$ cat src/rtl/m_extcall_stream_controller.sv
// Executes termcalls and hypercalls from the ternary core: streams a header, register
// arguments or a RAM-resident tryte string on the master stream, and takes getc replies.
//
// state    | meaning
// ---------+---------------------------------------------------------------
// IDLE     | waiting for i_enable; call fields latched on acceptance
// HDR      | header beat {type, code} pending on the master stream
// ARG      | putc register beats r1..rN pending, one per handshake
// RX       | getc: waiting for a reply beat on the slave stream
// RAM_REQ  | log: first cycle of a tryte read request
// RAM_WAIT | log: read request held until the memory reports ready
// DATA     | log: payload tryte beat pending
// TAIL     | log: terminating zero beat pending
// DONE     | one-cycle completion pulse with fault / exit flags
module m_extcall_stream_controller #(
    parameter int N_REGS      = 4,
    parameter int TRYTE_W     = 18,
    parameter int AXIS_W      = 32,
    parameter int PACKET_MODE = 0,
    parameter int LOG_MAX     = 64
) (
    input  logic                        i_clk,
    input  logic                        i_rst_n,
    input  logic                        i_enable,
    input  logic                        i_type,
    input  logic [5:0]                  i_code,
    input  logic [N_REGS*TRYTE_W-1:0]   i_regs,
    output logic [AXIS_W-1:0]           o_m_axis_tdata,
    output logic                        o_m_axis_tlast,
    input  logic                        i_m_axis_tready,
    output logic                        o_m_axis_tvalid,
    input  logic [AXIS_W-1:0]           i_s_axis_tdata,
    input  logic                        i_s_axis_tvalid,
    output logic                        o_s_axis_tready,
    output logic                        o_ram_enable,
    output logic                        o_ram_write,
    output logic [1:0]                  o_ram_pt,
    output logic [TRYTE_W-1:0]          o_ram_addr,
    input  logic                        i_ram_ready,
    input  logic                        i_ram_pagefault,
    input  logic [TRYTE_W-1:0]          i_ram_out,
    output logic [TRYTE_W-1:0]          o_result,
    output logic                        o_ready,
    output logic                        o_pagefault,
    output logic                        o_exit
);

    localparam int IDX_W = (N_REGS > 1) ? $clog2(N_REGS) : 1;
    localparam int CNT_W = $clog2(LOG_MAX + 1);

    typedef enum logic [3:0] {
        S_IDLE,
        S_HDR,
        S_ARG,
        S_RX,
        S_RAM_REQ,
        S_RAM_WAIT,
        S_DATA,
        S_TAIL,
        S_DONE
    } state_t;

    state_t                      state;
    state_t                      state_next;

    logic                        call_type;
    logic [5:0]                  call_code;
    logic [N_REGS*TRYTE_W-1:0]   regs_q;
    logic [IDX_W-1:0]            arg_idx;
    logic [TRYTE_W-1:0]          addr_q;
    logic [TRYTE_W-1:0]          data_q;
    logic [CNT_W-1:0]            log_cnt;
    logic                        fault_q;
    logic [TRYTE_W-1:0]          result_q;

    logic                        load_call;
    logic                        arg_step;
    logic                        rx_take;
    logic                        rd_take;
    logic                        rd_fault;

    logic                        is_putc;
    logic                        is_getc;
    logic                        is_log;
    logic                        last_arg;
    logic                        log_full;
    logic [TRYTE_W-1:0]          cur_arg;
    logic [AXIS_W-1:0]           hdr_word;

    // Balanced-ternary +1, trit 0 in the low bit pair; +1 rolls over to -1 with carry.
    function automatic logic [TRYTE_W-1:0] tern_inc(input logic [TRYTE_W-1:0] v);
        logic [TRYTE_W-1:0] r;
        logic               carry;
        r     = v;
        carry = 1'b1;
        for (int i = 0; i < TRYTE_W / 2; i++) begin
            if (carry) begin
                case (v[2*i +: 2])
                    2'b00: begin
                        r[2*i +: 2] = 2'b01;
                        carry       = 1'b0;
                    end
                    2'b11: begin
                        r[2*i +: 2] = 2'b00;
                        carry       = 1'b0;
                    end
                    default: r[2*i +: 2] = 2'b11;
                endcase
            end
        end
        return r;
    endfunction

    assign is_putc  = !call_type && (call_code == 6'd0);
    assign is_getc  = !call_type && (call_code == 6'd1);
    assign is_log   = call_type && (call_code == 6'd1);
    assign last_arg = (arg_idx == IDX_W'(N_REGS - 1));
    assign log_full = (log_cnt == CNT_W'(LOG_MAX));
    assign cur_arg  = regs_q[arg_idx*TRYTE_W +: TRYTE_W];
    assign hdr_word = {{(AXIS_W-7){1'b0}}, call_type, call_code};

    always_ff @(posedge i_clk or negedge i_rst_n) begin
        if (!i_rst_n) begin
            state <= S_IDLE;
        end else begin
            state <= state_next;
        end
    end

    always_comb begin
        state_next      = state;
        o_m_axis_tvalid = 1'b0;
        o_m_axis_tdata  = '0;
        o_m_axis_tlast  = 1'b0;
        o_s_axis_tready = 1'b0;
        o_ram_enable    = 1'b0;
        o_ready         = 1'b0;
        o_pagefault     = 1'b0;
        o_exit          = 1'b0;
        load_call       = 1'b0;
        arg_step        = 1'b0;
        rx_take         = 1'b0;
        rd_take         = 1'b0;
        rd_fault        = 1'b0;
        case (state)
            S_IDLE: begin
                if (i_enable) begin
                    load_call  = 1'b1;
                    state_next = S_HDR;
                end
            end
            S_HDR: begin
                o_m_axis_tvalid = 1'b1;
                o_m_axis_tdata  = hdr_word;
                o_m_axis_tlast  = (PACKET_MODE == 0) || !(is_putc || is_log);
                if (i_m_axis_tready) begin
                    if (is_putc) begin
                        state_next = S_ARG;
                    end else if (is_getc) begin
                        state_next = S_RX;
                    end else if (is_log) begin
                        state_next = S_RAM_REQ;
                    end else begin
                        state_next = S_DONE;
                    end
                end
            end
            S_ARG: begin
                o_m_axis_tvalid = 1'b1;
                o_m_axis_tdata  = AXIS_W'(cur_arg);
                o_m_axis_tlast  = (PACKET_MODE == 0) || last_arg;
                if (i_m_axis_tready) begin
                    if (last_arg) begin
                        state_next = S_DONE;
                    end else begin
                        arg_step = 1'b1;
                    end
                end
            end
            S_RX: begin
                o_s_axis_tready = 1'b1;
                if (i_s_axis_tvalid) begin
                    rx_take    = 1'b1;
                    state_next = S_DONE;
                end
            end
            S_RAM_REQ, S_RAM_WAIT: begin
                o_ram_enable = 1'b1;
                if (i_ram_ready) begin
                    if (i_ram_pagefault) begin
                        rd_fault   = 1'b1;
                        state_next = S_DONE;
                    end else if ((i_ram_out == '0) || log_full) begin
                        state_next = S_TAIL;
                    end else begin
                        rd_take    = 1'b1;
                        state_next = S_DATA;
                    end
                end else begin
                    state_next = S_RAM_WAIT;
                end
            end
            S_DATA: begin
                o_m_axis_tvalid = 1'b1;
                o_m_axis_tdata  = AXIS_W'(data_q);
                o_m_axis_tlast  = (PACKET_MODE == 0);
                if (i_m_axis_tready) begin
                    state_next = S_RAM_REQ;
                end
            end
            S_TAIL: begin
                o_m_axis_tvalid = 1'b1;
                o_m_axis_tlast  = 1'b1;
                if (i_m_axis_tready) begin
                    state_next = S_DONE;
                end
            end
            S_DONE: begin
                o_ready     = 1'b1;
                o_pagefault = fault_q;
                o_exit      = call_type && (call_code == 6'd0);
                state_next  = S_IDLE;
            end
            default: state_next = S_IDLE;
        endcase
    end

    always_ff @(posedge i_clk or negedge i_rst_n) begin
        if (!i_rst_n) begin
            call_type <= 1'b0;
            call_code <= '0;
            regs_q    <= '0;
            arg_idx   <= '0;
            addr_q    <= '0;
            data_q    <= '0;
            log_cnt   <= '0;
            fault_q   <= 1'b0;
            result_q  <= '0;
        end else begin
            if (load_call) begin
                call_type <= i_type;
                call_code <= i_code;
                regs_q    <= i_regs;
                arg_idx   <= '0;
                addr_q    <= i_regs[TRYTE_W-1:0];
                log_cnt   <= '0;
                fault_q   <= 1'b0;
            end
            if (arg_step) begin
                arg_idx <= arg_idx + 1'b1;
            end
            if (rx_take) begin
                result_q <= i_s_axis_tdata[TRYTE_W-1:0];
            end
            if (rd_fault) begin
                fault_q <= 1'b1;
            end
            // The address only advances once the tryte is accepted as payload.
            if (rd_take) begin
                data_q  <= i_ram_out;
                addr_q  <= tern_inc(addr_q);
                log_cnt <= log_cnt + 1'b1;
            end
        end
    end

    generate
        if (AXIS_W > TRYTE_W) begin : g_reply_upper
            logic unused_reply_bits;
            assign unused_reply_bits = ^i_s_axis_tdata[AXIS_W-1:TRYTE_W];
        end
    endgenerate

    assign o_ram_write = 1'b0;
    assign o_ram_pt    = 2'b01;
    assign o_ram_addr  = addr_q;
    assign o_result    = result_q;

endmodule

$ cat config.mk
export PLATFORM = sky130hd
export DESIGN_NAME = m_extcall_stream_controller
export DESIGN_NICKNAME = d
export VERILOG_FILES = /design/src/rtl/m_extcall_stream_controller.sv
export SDC_FILE = /design/constraint.sdc
export NUM_CORES = 1
export LEC_CHECK = 0
export ABC_AREA = 1
export CAP_MARGIN = 30
export CORE_ASPECT_RATIO = 0.7
export CORE_MARGIN = 2
export CORE_UTILIZATION = 48
export CTS_CLUSTER_DIAMETER = 200
export DETAILED_ROUTE_END_ITERATION = 8
export HOLD_SLACK_MARGIN = 0.02
export PLACE_DENSITY = 0.83
export SLEW_MARGIN = 0
export SYNTH_ARGS = -nofsm -noshare
export SYNTH_HDL_FRONTEND = slang
export SYNTH_SLANG_ARGS = --single-unit
$ cat constraint.sdc
create_clock -name i_clk -period 1.9 [get_ports i_clk]
set_clock_uncertainty 0.05 [all_clocks]
set_input_delay 0.475 -clock i_clk [delete_from_list [all_inputs] [get_ports i_clk]]
set_output_delay 0.475 -clock i_clk [all_outputs]
set_load 0.05 [all_outputs]
== Yosys cells after proc, flatten, opt, wreduce, memory -nomap -nowiden ==
Index checks and enable logic that the tools add are counted.

* Register bits: 147
* Input bits: 136
* Word-level logic and storage cells: 180

* $add $sub $neg: 2
* $mul: 1
* Eq/ne operators: 35
* Shifts and indexed selects: 1
* Muxes and demuxes: 83
* Reductions and logical operators: 40

{| class="wikitable"
|+ Operator list
! operator !! number
|-
| $shiftx A72 B8 Y18 || 1
|-
| $pmux W18 S3 || 1
|-
| $mux W4 || 12
|-
| $mux W1 || 46
|-
| $mux W18 || 2
|-
| $pmux W2 S2 || 9
|-
| $pmux W4 S7 || 1
|-
| $eq A2 B2 Y1 const B || 10
|-
| $mux W2 || 10
|-
| $logic_not A18 Y1 || 1
|-
| $logic_not A2 Y1 || 9
|-
| $reduce_or A2 Y1 || 9
|-
| $eq A4 B3 Y1 const B || 4
|-
| $ne A2 B1 Y1 const B || 8
|-
| $reduce_and A2 Y1 || 8
|-
| $mux W7 || 2
|-
| $ne A2 B2 Y1 const B || 7
|-
| $eq A4 B2 Y1 const B || 2
|-
| $add A7 B1 Y7 const B || 1
|-
| $eq A7 B7 Y1 const B || 1
|-
| $reduce_and A7 Y1 || 1
|-
| $eq A6 B1 Y1 const B || 1
|-
| $logic_not A6 Y1 || 1
|-
| $mul A2 B4 Y6 const B || 1
|-
| other kinds (9) || 14
|}

== Logic depth before layout (Yosys ltp) ==
Gate-level depths: netlist (run 1).

* Word-level depth: 23
* Gate-level depth with buffers: 10
* Mapped depth without buffers: 9

== Least setup slack after synthesis (run 1) ==
OpenSTA, ideal clock, no wires.

* Path type: reg-to-output
* From: register state[3]
* To: output port o_m_axis_tdata[1]
* Arrival: 1.873 ns
* Path slack: -0.498 ns
* Stages on the path, launching flop included: 4
* Buffers on the path: 0
* Cells stage by stage: dfrtp_1 nor2_2 nand3_1 o21ai_0

* Word-level cells in the longest chain between the ends: 2

{| class="wikitable"
|+ Ends and longest elaborated chain
! what !! line !! source
|-
| start, declared || 63 || <nowiki>state_t state;</nowiki>
|-
| start signal, assigned || 126 || <nowiki>state <= state_next;</nowiki>
|-
| $eq A4 B3 Y1 (tied with other cells) || 145 || <nowiki>case (state)</nowiki>
|-
| $pmux W18 S3 (*) || 145 ||
|-
| end, declared || 28 || <nowiki>output logic [AXIS_W-1:0] o_m_axis_tdata,</nowiki>
|}

Mark *: on every way between the ends. The rest lies on a longest branch, timed or not.

== Worst setup path after layout (run 1) ==
* From: register arg_idx[0]
* To: output port o_m_axis_tdata[12]

* Word-level cells in the longest chain between the ends: 3

{| class="wikitable"
|+ Ends and longest elaborated chain
! what !! line !! source
|-
| start, declared || 69 || <nowiki>logic [IDX_W-1:0] arg_idx;</nowiki>
|-
| start signal, assigned || 250 || <nowiki>arg_idx <= arg_idx + 1'b1;</nowiki>
|-
| $mul A2 B4 Y6 || 119 || <nowiki>assign cur_arg = regs_q[arg_idx*TRYTE_W +: TRYTE_W];</nowiki>
|-
| $shiftx A72 B8 Y18 || 119 ||
|-
| $pmux W18 S3 || 145 ||
|}

Every way passes these cells.

==> results.json, run 1 <==
{
  "outcome": "complete, but fails checks",
  "failed_checks": "negative setup slack",
  "switching_share": 0.431,
  "p_comb_frac": 0.454,
  "numPlacedInstances": 1337,
  "number_of_diodes": 0,
  "min_path_cells": 2,
  "yosys.cell_types.count": 35,
  "placement.setup.worst_slack_ps": -268,
  "area_of_the_die_sq_um": 16500,
  "power.internal_mw": 9.26,
  "finished_layout_cell_area_sq_um": 11100,
  "numClockSinks": 147,
  "rows": 38,
  "crit_slowest_cell": "dfrtp_2",
  "cp_common_cell": "buf_6",
  "ys_seq_area_frac": 0.495,
  "synth.cell_area_sq_um": 7430,
  "violation_count_after_the_first_detailed_route_iteration": 908,
  "netSwitchingPower_mw": 7.03,
  "critical_path.endpoint_type": "primary output",
  "routabilityCongestion": 0.878,
  "chipHeight_microns": 108,
  "final.setup.tns_ps": -10090,
  "drive_above_1_share": 0.257,
  "grt_max_degree": 50,
  "numPortBuffers": 182,
  "htree_num_levels": 4,
  "power.static_leakage_nw": 5.75,
  "unrepaired_setup_endpoints_after_global_routing": "true",
  "path_cells": "buf_6 > buf_12 > a21oi_1 > o21ai_0 > a32o_2 > buf_6",
  "cts_made_buffers": 17,
  "cp_data_arrival_time_ps": 1880,
  "grt_antenna_before_repair": 0,
  "max_stage_delay_ps": 480,
  "period_share": 1.27,
  "hp-class": "flip-flop to flip-flop",
  "drt_first_pass_iters": 6,
  "seqCellArea_sq_um": 3680,
  "number_of_failing_setup_endpoints_in_the_final_timing_report": 25,
  "worst_hold_path.endpoint": "regs_q[58]",
  "worst_hold_slack_ps": 425,
  "antenna_violating_nets_post_route": 0,
  "worstReg2RegStart": "state[3]",
  "post_synth_edffs": 0,
  "vdd_ir_drop_max_mv": 0.697,
  "core_box_area_sq_um": 15300,
  "critical_hold_path_startpoint": "regs_q[58]",
  "detailed_place.area_sq_um": 9890,
  "share_seq_of_total_power": 0.335,
  "worstSetupStartpointType": "flip-flop",
  "rrSetupSlack_ps": 30,
  "finalNonFillerCells": 1389,
  "layout_setup_ws_ps": -506,
  "max_cap_violations": 0,
  "globalRoute.totalOverflow": 0,
  "drt-wirelength-per-cell_microns": 17.7,
  "grt_usage": 0.285,
  "start_util": 0.485,
  "nFillCells": 1045,
  "critical_path_peak_fanout": 15,
  "grt_first_pass_wirelength_microns": 36700,
  "vias_in_the_first_global_route": 7182,
  "insertion_delay_ps": 420,
  "synth_async_sr_flop_share": 1.00,
  "timing.setup.critical_path_class": "flip-flop to primary output",
  "route.final.wire_length_microns": 24500,
  "root_buffer": "clkbuf_16",
  "regToRegEndpoint": "o_ram_addr[5]",
  "power.density_cell_area_nw_per_um2": 1460,
  "yosys_reg_bits": 147,
  "vias": 7587,
  "tritoncts": "yes",
  "syn-mean-instance-area_sq_um": 7.97,
  "slew_violations": 0,
  "clock_power_share": 0.211,
  "yosys_warnings": 0,
  "final-hold-violation-count": 0,
  "remaining_drc_errors": 0,
  "cts-root-to-sink-buffers": 2,
  "die_width_microns": 153,
  "top_level_ports": 214,
  "worstPathRequired_ps": 1370,
  "design.final.nets": 1324,
  "multi_input_area_sq_um": 3530,
  "place_hpwl_microns": 16600,
  "post_layout_min_period_ps": 2410,
  "post_drt_via_cell_ratio": 5.46,
  "path_clk_slew_ps": 60,
  "yosys_most_used_dff": "dfrtp_1",
  "max_freq_mhz": 416,
  "areaGrowthSynthToFinish_pct": 50.0,
  "postSynthCellCount": 932,
  "r2r.worst_path.cells": 11
}
-- what timing repair did --
item                       in CTS  in global routing
gates cloned                    1                  4
setup buffers                   6                  9
hold buffers                    1                  0
pin swaps                       9                 28
hold endpoints to repair       37                  0
gates resized for setup        76                 69
setup endpoints to repair      25                 57
-- cell type report --
cell class | instances | area share
Inverter | 75 | 0.0268
Tap cell | 200 | 0.0224
Clock buffer | 19 | 0.0406
Sequential cell | 147 | 0.330
Multi-Input combinational cell | 663 | 0.317
Clock inverter | 13 | 0.0134
Timing Repair Buffer | 272 | 0.249
-- worst max path at each step --
| stage | end | startpoint | slack, ps | cells past startpoint |
|---|---|---|---|---|
| CTS | o_m_axis_tdata[9] | arg_idx[0] | -490 | 6 |
| global route | o_m_axis_tdata[12] | arg_idx[0] | -570 | 6 |
| floorplan | o_m_axis_tdata[1] | state[3] | -160 | 6 |
| global placement | o_ram_addr[5] | i_ram_out[13] | -220 | 11 |
| detailed placement | o_ram_addr[10] | i_ram_out[5] | -270 | 10 |
| finish | o_m_axis_tdata[12] | arg_idx[0] | -510 | 6 |
-- placed cells by master (no fill, tap or decap), drive strengths merged, types with 18 or more instances in the layout --
cell type,n
inv,77
dfrtp,147
mux2,18
nand2,374
clkdlybuf4s50,120
buf,150
o21ai,70
nor2,43
nand4,27
nand3,49
clkbuf,19
-- cell families (layout without fill, tap and decap cells) --
logic type | Yosys count | count (layout) | synth area share
AND/OR/NAND/NOR | 498 | 499 | 0.278
flip-flops | 147 | 147 | 0.495
buffers and inverters | 138 | 379 | 0.0857
AO/OA/AOI/OAI | 112 | 112 | 0.0865
multiplexers | 18 | 18 | 0.0273
adder cells (fa/ha/maj) | 12 | 12 | 0.0202
XOR/XNOR | 5 | 5 | 0.00589
other | 2 | 17 | 0.00101
-- flip-flops by register name (all words and copies together), names as in the netlist --
signal,count
call_code,6
o_result,18
regs_q,72
call_type,1
state,4
fault_q,1
arg_idx,2
data_q,18
log_cnt,7
o_ram_addr,18
-- routing by layer --
metal,up-vias,share of wire,global-route usage
li1,3462,-,-
met1,3611,0.41,0.372
met2,437,0.47,0.463
met3,77,0.094,0.0754
met4,0,0.033,0.103
met5,-,0,0
-- power by group through the flow --
stage	logic, mW	clock network, mW	registers, mW
after detailed placement	6.60	0	5.31
final	7.40	3.44	5.45
after global placement	6.41	0	5.27
after CTS	6.97	3.45	5.35
after floorplan	3.14	0	6.15
after global routing	7.96	3.58	5.55
-- per-stage QoR --
step                power [mW]  utilization
global placement          11.7        0.646
CTS                       15.8        0.706
detailed placement        11.9        0.646
finish                    16.3        0.728
global route              17.1        0.728
floorplan                 9.29            -
-- synthesized netlist by cell type, types with 2 or more instances --
| library cell | instances | area (sq um) |
|---|---|---|
| a21oi_1 | 16 | 80.1 |
| a22oi_1 | 4 | 30.0 |
| a32o_1 | 11 | 110 |
| buf_2 | 20 | 100 |
| buf_4 | 23 | 173 |
| clkbuf_1 | 18 | 67.6 |
| clkinv_1 | 2 | 7.51 |
| conb_1 | 2 | 7.51 |
| dfrtp_1 | 147 | 3680 |
| ha_1 | 12 | 150 |
| inv_1 | 70 | 263 |
| inv_2 | 3 | 11.3 |
| mux2_2 | 18 | 203 |
| nand2_1 | 371 | 1390 |
| nand2_2 | 2 | 12.5 |
| nand3_1 | 46 | 230 |
| nand4_1 | 27 | 169 |
| nor2_1 | 39 | 146 |
| nor2_4 | 2 | 22.5 |
| nor3_1 | 6 | 30.0 |
| o21ai_0 | 68 | 340 |
| o21ai_1 | 2 | 10.0 |
| o22ai_1 | 8 | 50.1 |
| xnor2_1 | 2 | 17.5 |
| xor2_1 | 3 | 26.3 |
-- critical path: cells and delay by family, from the launching register on --
kind	cells	cell delay, ps
AOI/OAI and AO/OA	3	530
DFF	1	480
buffers and inverters	3	450
Note: power is estimated with default switching activity, not from simulation.
==> inputs of run 2 (changes only) <==
- SETUP_SLACK_MARGIN: default -> 0.02
==> results.json, run 2 (synthesis gave the netlist of run 1 again) <==
{
  "drt_first_pass_iters": 6,
  "detailed_place.area_sq_um": 9890,
  "placement.setup.worst_slack_ps": -353,
  "grt_usage": 0.293,
  "number_of_failing_setup_endpoints_in_the_final_timing_report": 95,
  "violation_count_after_the_first_detailed_route_iteration": 829,
  "max_cap_violations": 0,
  "r2r.worst_path.cells": 12,
  "globalRoute.totalOverflow": 0,
  "vias_in_the_first_global_route": 7293,
  "worst_hold_path.endpoint": "regs_q[66]",
  "drt-wirelength-per-cell_microns": 19.8,
  "die_width_microns": 153,
  "start_util": 0.485,
  "timing.setup.critical_path_class": "flip-flop to primary output",
  "outcome": "complete, but fails checks",
  "antenna_violating_nets_post_route": 0,
  "rrSetupSlack_ps": -130,
  "number_of_diodes": 0,
  "numPortBuffers": 182,
  "grt_first_pass_wirelength_microns": 37600,
  "hp-class": "flip-flop to flip-flop",
  "vdd_ir_drop_max_mv": 0.795,
  "core_box_area_sq_um": 15300,
  "crit_slowest_cell": "dfrtp_2",
  "design.final.nets": 1334,
  "worstReg2RegStart": "state[3]",
  "layout_setup_ws_ps": -501,
  "routabilityCongestion": 0.925,
  "cp_data_arrival_time_ps": 1880,
  "mostFrequentLayoutCells": "nand2_1 (322), dfrtp_1 (143), clkdlybuf4s50_1 (120), buf_4 (87), inv_1 (63)",
  "grt_antenna_before_repair": 0,
  "grt_max_degree": 45,
  "numClockSinks": 147,
  "failed_checks": "negative setup slack",
  "post-route-util": 0.754,
  "unrepaired_setup_endpoints_after_global_routing": "true",
  "largest_register": "regs_q",
  "critical_hold_path_startpoint": "regs_q[66]",
  "critical_path_peak_fanout": 12,
  "power.density_cell_area_nw_per_um2": 1460,
  "area_of_the_die_sq_um": 16500,
  "max_freq_mhz": 416,
  "final.setup.tns_ps": -13630,
  "largest_register_ff_count": 72,
  "post_layout_min_period_ps": 2400,
  "path_clk_slew_ps": 70,
  "numPlacedInstances": 1331,
  "cts-root-to-sink-buffers": 2,
  "place_hpwl_microns": 16700,
  "slew_violations": 0,
  "worstPathRequired_ps": 1370,
  "remaining_drc_errors": 0,
  "finalNonFillerCells": 1399,
  "tritoncts": "yes",
  "critical_path.endpoint_type": "primary output",
  "period_share": 1.26,
  "htree_num_levels": 4,
  "cts_made_buffers": 17,
  "rows": 38,
  "route.final.wire_length_microns": 27700,
  "worstSetupStartpointType": "flip-flop",
  "final-hold-violation-count": 0,
  "post_drt_via_cell_ratio": 5.66,
  "chipHeight_microns": 108,
  "worst_hold_slack_ps": 426,
  "vias": 7923,
  "finished_layout_cell_area_sq_um": 11500,
  "insertion_delay_ps": 430,
  "layout_commonest_cell": "nand2_1",
  "path_cells": "nor2_4 > nand2_2 > nor2_4 > buf_6 > buf_12 > a32o_2 > buf_6",
  "power.static_leakage_nw": 5.87,
  "max_stage_delay_ps": 470,
  "top_level_ports": 214,
  "min_path_cells": 2,
  "report.power.total_mw": 16.9,
  "drive_above_1_share": 0.284,
  "root_buffer": "clkbuf_16",
  "regToRegEndpoint": "o_ram_addr[9]",
  "areaGrowthSynthToFinish_pct": 55.3,
  "nFillCells": 960
}
-- run 2: metal layers --
layer	share of wire	up-vias	track usage
li1	-	3487	-
met3	0.11	113	0.0902
met5	0	-	0
met4	0.044	0	0.0959
met2	0.46	541	0.461
met1	0.38	3782	0.392
-- run 2: repair_timing --
item,in CTS,in global routing
pin swaps,3,32
hold buffers,1,0
gates cloned,1,7
setup buffers,7,24
hold endpoints to repair,41,0
setup endpoints to repair,26,55
gates resized for setup,69,162
-- run 2: final cells by class --
cell class	instances	area (sq um)	share of cell area
Sequential cell	147	3680	0.319
Multi-Input combinational cell	663	3660	0.317
Timing Repair Buffer	281	3030	0.262
Clock buffer	18	429	0.0372
Inverter	75	309	0.0268
Tap cell	200	250	0.0217
Clock inverter	14	176	0.0153
Timing Repair inverter	1	6.26	0.000542
-- run 2: how the worst max path moves through the flow --
stage | start | slack [ps] | cells past startpoint | endpoint
3_3_place_gp | i_ram_out[1] | -290 | 9 | log_cnt[4]
3_5_place_dp | i_ram_out[0] | -350 | 9 | log_cnt[4]
4_1_cts | arg_idx[0] | -440 | 7 | o_m_axis_tdata[1]
6_report | state[3] | -500 | 7 | o_m_axis_tdata[16]
2_1_floorplan | state[1] | -50 | 7 | o_m_axis_tdata[1]
5_1_grt | arg_idx[0] | -540 | 7 | o_m_axis_tdata[6]
-- run 2: where the power goes --
group          switching [mW]  internal, mW  total (mW)
registers                1.06          4.43        5.49
clock network            1.41          2.08        3.49
logic                    4.84          3.04        7.88
-- run 2: critical path, delay by kind of cell, from the launching register on --
| kind | cells | cell delay [ps] |
|---|---|---|
| and+or+nand+nor | 3 | 340 |
| DFF | 1 | 470 |
| buffers and inverters | 3 | 460 |
| AOI/OAI and AO/OA | 1 | 160 |
==> inputs of run 3 (changes only) <==
- GPL_TIMING_DRIVEN: default -> 0
- SLEW_MARGIN: 0 -> 10
==> results.json, run 3 (synthesis gave the netlist of run 1 again) <==
{
  "place_hpwl_microns": 17200,
  "slew_violations": 0,
  "drive_above_1_share": 0.287,
  "grt_usage": 0.312,
  "critical_path_peak_fanout": 10,
  "unrepaired_setup_endpoints_after_global_routing": "true",
  "grt_max_degree": 79,
  "die_width_microns": 153,
  "worstSetupStartpointType": "flip-flop",
  "cts-root-to-sink-buffers": 2,
  "post_layout_min_period_ps": 2510,
  "number_of_failing_setup_endpoints_in_the_final_timing_report": 100,
  "numClockSinks": 147,
  "tritoncts": "yes",
  "route.final.wire_length_microns": 30600,
  "layout_commonest_cell": "nand2_1",
  "drt-wirelength-per-cell_microns": 21.4,
  "timing.setup.critical_path_class": "flip-flop to primary output",
  "vias_in_the_first_global_route": 7512,
  "rows": 38,
  "vdd_ir_drop_max_mv": 0.802,
  "final-hold-violation-count": 0,
  "power.static_leakage_nw": 6.02,
  "nFillCells": 914,
  "grt_antenna_before_repair": 0,
  "vias": 8481,
  "layout_setup_ws_ps": -614,
  "final.setup.tns_ps": -15600,
  "largest_register": "regs_q",
  "insertion_delay_ps": 450,
  "outcome": "complete, but fails checks",
  "start_util": 0.485,
  "routabilityCongestion": 0.913,
  "violation_count_after_the_first_detailed_route_iteration": 1264,
  "placement.setup.worst_slack_ps": -1020,
  "finished_layout_cell_area_sq_um": 11700,
  "tightest_slew_ps": 538,
  "globalRoute.totalOverflow": 0,
  "antenna_violating_nets_post_route": 0,
  "design.final.nets": 1367,
  "max_freq_mhz": 398,
  "period_share": 1.32,
  "critical_path.endpoint_type": "primary output",
  "chipHeight_microns": 108,
  "detailed_place.area_sq_um": 9650,
  "power.density_cell_area_nw_per_um2": 1440,
  "number_of_diodes": 0,
  "path_clk_slew_ps": 70,
  "worstPathRequired_ps": 1370,
  "post_drt_via_cell_ratio": 5.92,
  "hp-class": "flip-flop to flip-flop",
  "top_level_ports": 214,
  "area_of_the_die_sq_um": 16500,
  "failed_checks": "negative setup slack",
  "cp_data_arrival_time_ps": 1990,
  "areaGrowthSynthToFinish_pct": 57.8,
  "root_buffer": "clkbuf_16",
  "mostFrequentLayoutCells": "nand2_1 (337), dfrtp_1 (143), clkdlybuf4s50_1 (120), buf_4 (69), inv_1 (65)",
  "max_cap_violations": 0,
  "largest_register_ff_count": 72,
  "remaining_drc_errors": 0,
  "cts_made_buffers": 17,
  "core_box_area_sq_um": 15300,
  "grt_first_pass_wirelength_microns": 39700,
  "htree_num_levels": 4,
  "max_slew_margin": 0.642,
  "drt_first_pass_iters": 6,
  "numPortBuffers": 182
}
## run 3: changes by cell type in the layout (fill, tap and decap cells not counted), moves of 5 or more
cell             previous run  this run
buf_12                     27         3
a21oi_1                    13         7
buf_4                      87        69
a21oi_2                     2         9
nand2_2                    38        24
buf_8                       4        24
clkbuf_2                    0        13
dlygate4sd2_1               0        16
buf_6                      36        44
buf_2                       0         6
nand2_1                   322       337
clkdlybuf4s15_2             0         5
## run 3: layout make-up
class | count | area, sq um | share of cell area
inverter | 75 | 314 | 0.0268
multi-input combinational | 664 | 3730 | 0.318
sequential | 147 | 3680 | 0.314
clock inverter | 15 | 149 | 0.0127
buffer | 61 | 663 | 0.0566
tap | 200 | 250 | 0.0213
clock buffer | 17 | 425 | 0.0363
timing repair buffer | 253 | 2510 | 0.214
## run 3: per-layer routing
| layer | vias to the layer above | global-route usage | routed length (microns) |
|---|---|---|---|
| li1 | 3561 | - | - |
| met4 | 0 | 0.119 | 1760 |
| met5 | - | 0 | 0 |
| met1 | 3961 | 0.417 | 10700 |
| met2 | 759 | 0.472 | 13600 |
| met3 | 200 | 0.108 | 4470 |
## run 3: through the flow
stage | std cells | util | total power, mW | hold slack, ps
after detailed placement | 1330 | 0.630 | 11.6 | 409
after floorplan | 947 | - | 9.32 | 129
after global placement | 1329 | 0.628 | 11.5 | 401
after CTS | 1393 | 0.712 | 15.4 | 424
final | 1432 | 0.766 | 16.8 | 427
after global routing | 1432 | 0.766 | 17.5 | 441
## run 3: worst max-delay path, cell delays in order, from the launching register on
cell and delay [ps]:
dfrtp_2 480, clkbuf_4 260, a21oi_1 230, o21ai_2 120
a32o_2 260, buf_4 190
## run 3: power by group
group | total (mW) | switching, mW | internal, mW
registers | 5.59 | 1.16 | 4.43
logic | 7.88 | 5.06 | 2.82
clock network | 3.38 | 1.54 | 1.84
## run 3: final timing paths
check | start | endpoint | slack (ps) | cells past startpoint
min | regs_q[27] | regs_q[27] | 430 | 2
max in group asynchronous | i_rst_n | state[0] | 450 | 3
min reg2reg | regs_q[27] | regs_q[27] | 430 | 2
max reg2reg | state[3] | regs_q[52] | -130 | 9
min in group asynchronous | i_rst_n | regs_q[67] | 530 | 2
max | arg_idx[0] | o_m_axis_tdata[10] | -610 | 5
## run 3: timing repair
| item | in CTS | in global routing |
|---|---|---|
| resized for setup | 364 | 229 |
| pin swaps | 35 | 28 |
| endpoints found under the hold margin | 69 | 0 |
| hold buffers | 1 | 0 |
| gates cloned | 3 | 6 |
| setup endpoints to repair | 105 | 149 |
| buffers inserted | 27 | 35 |
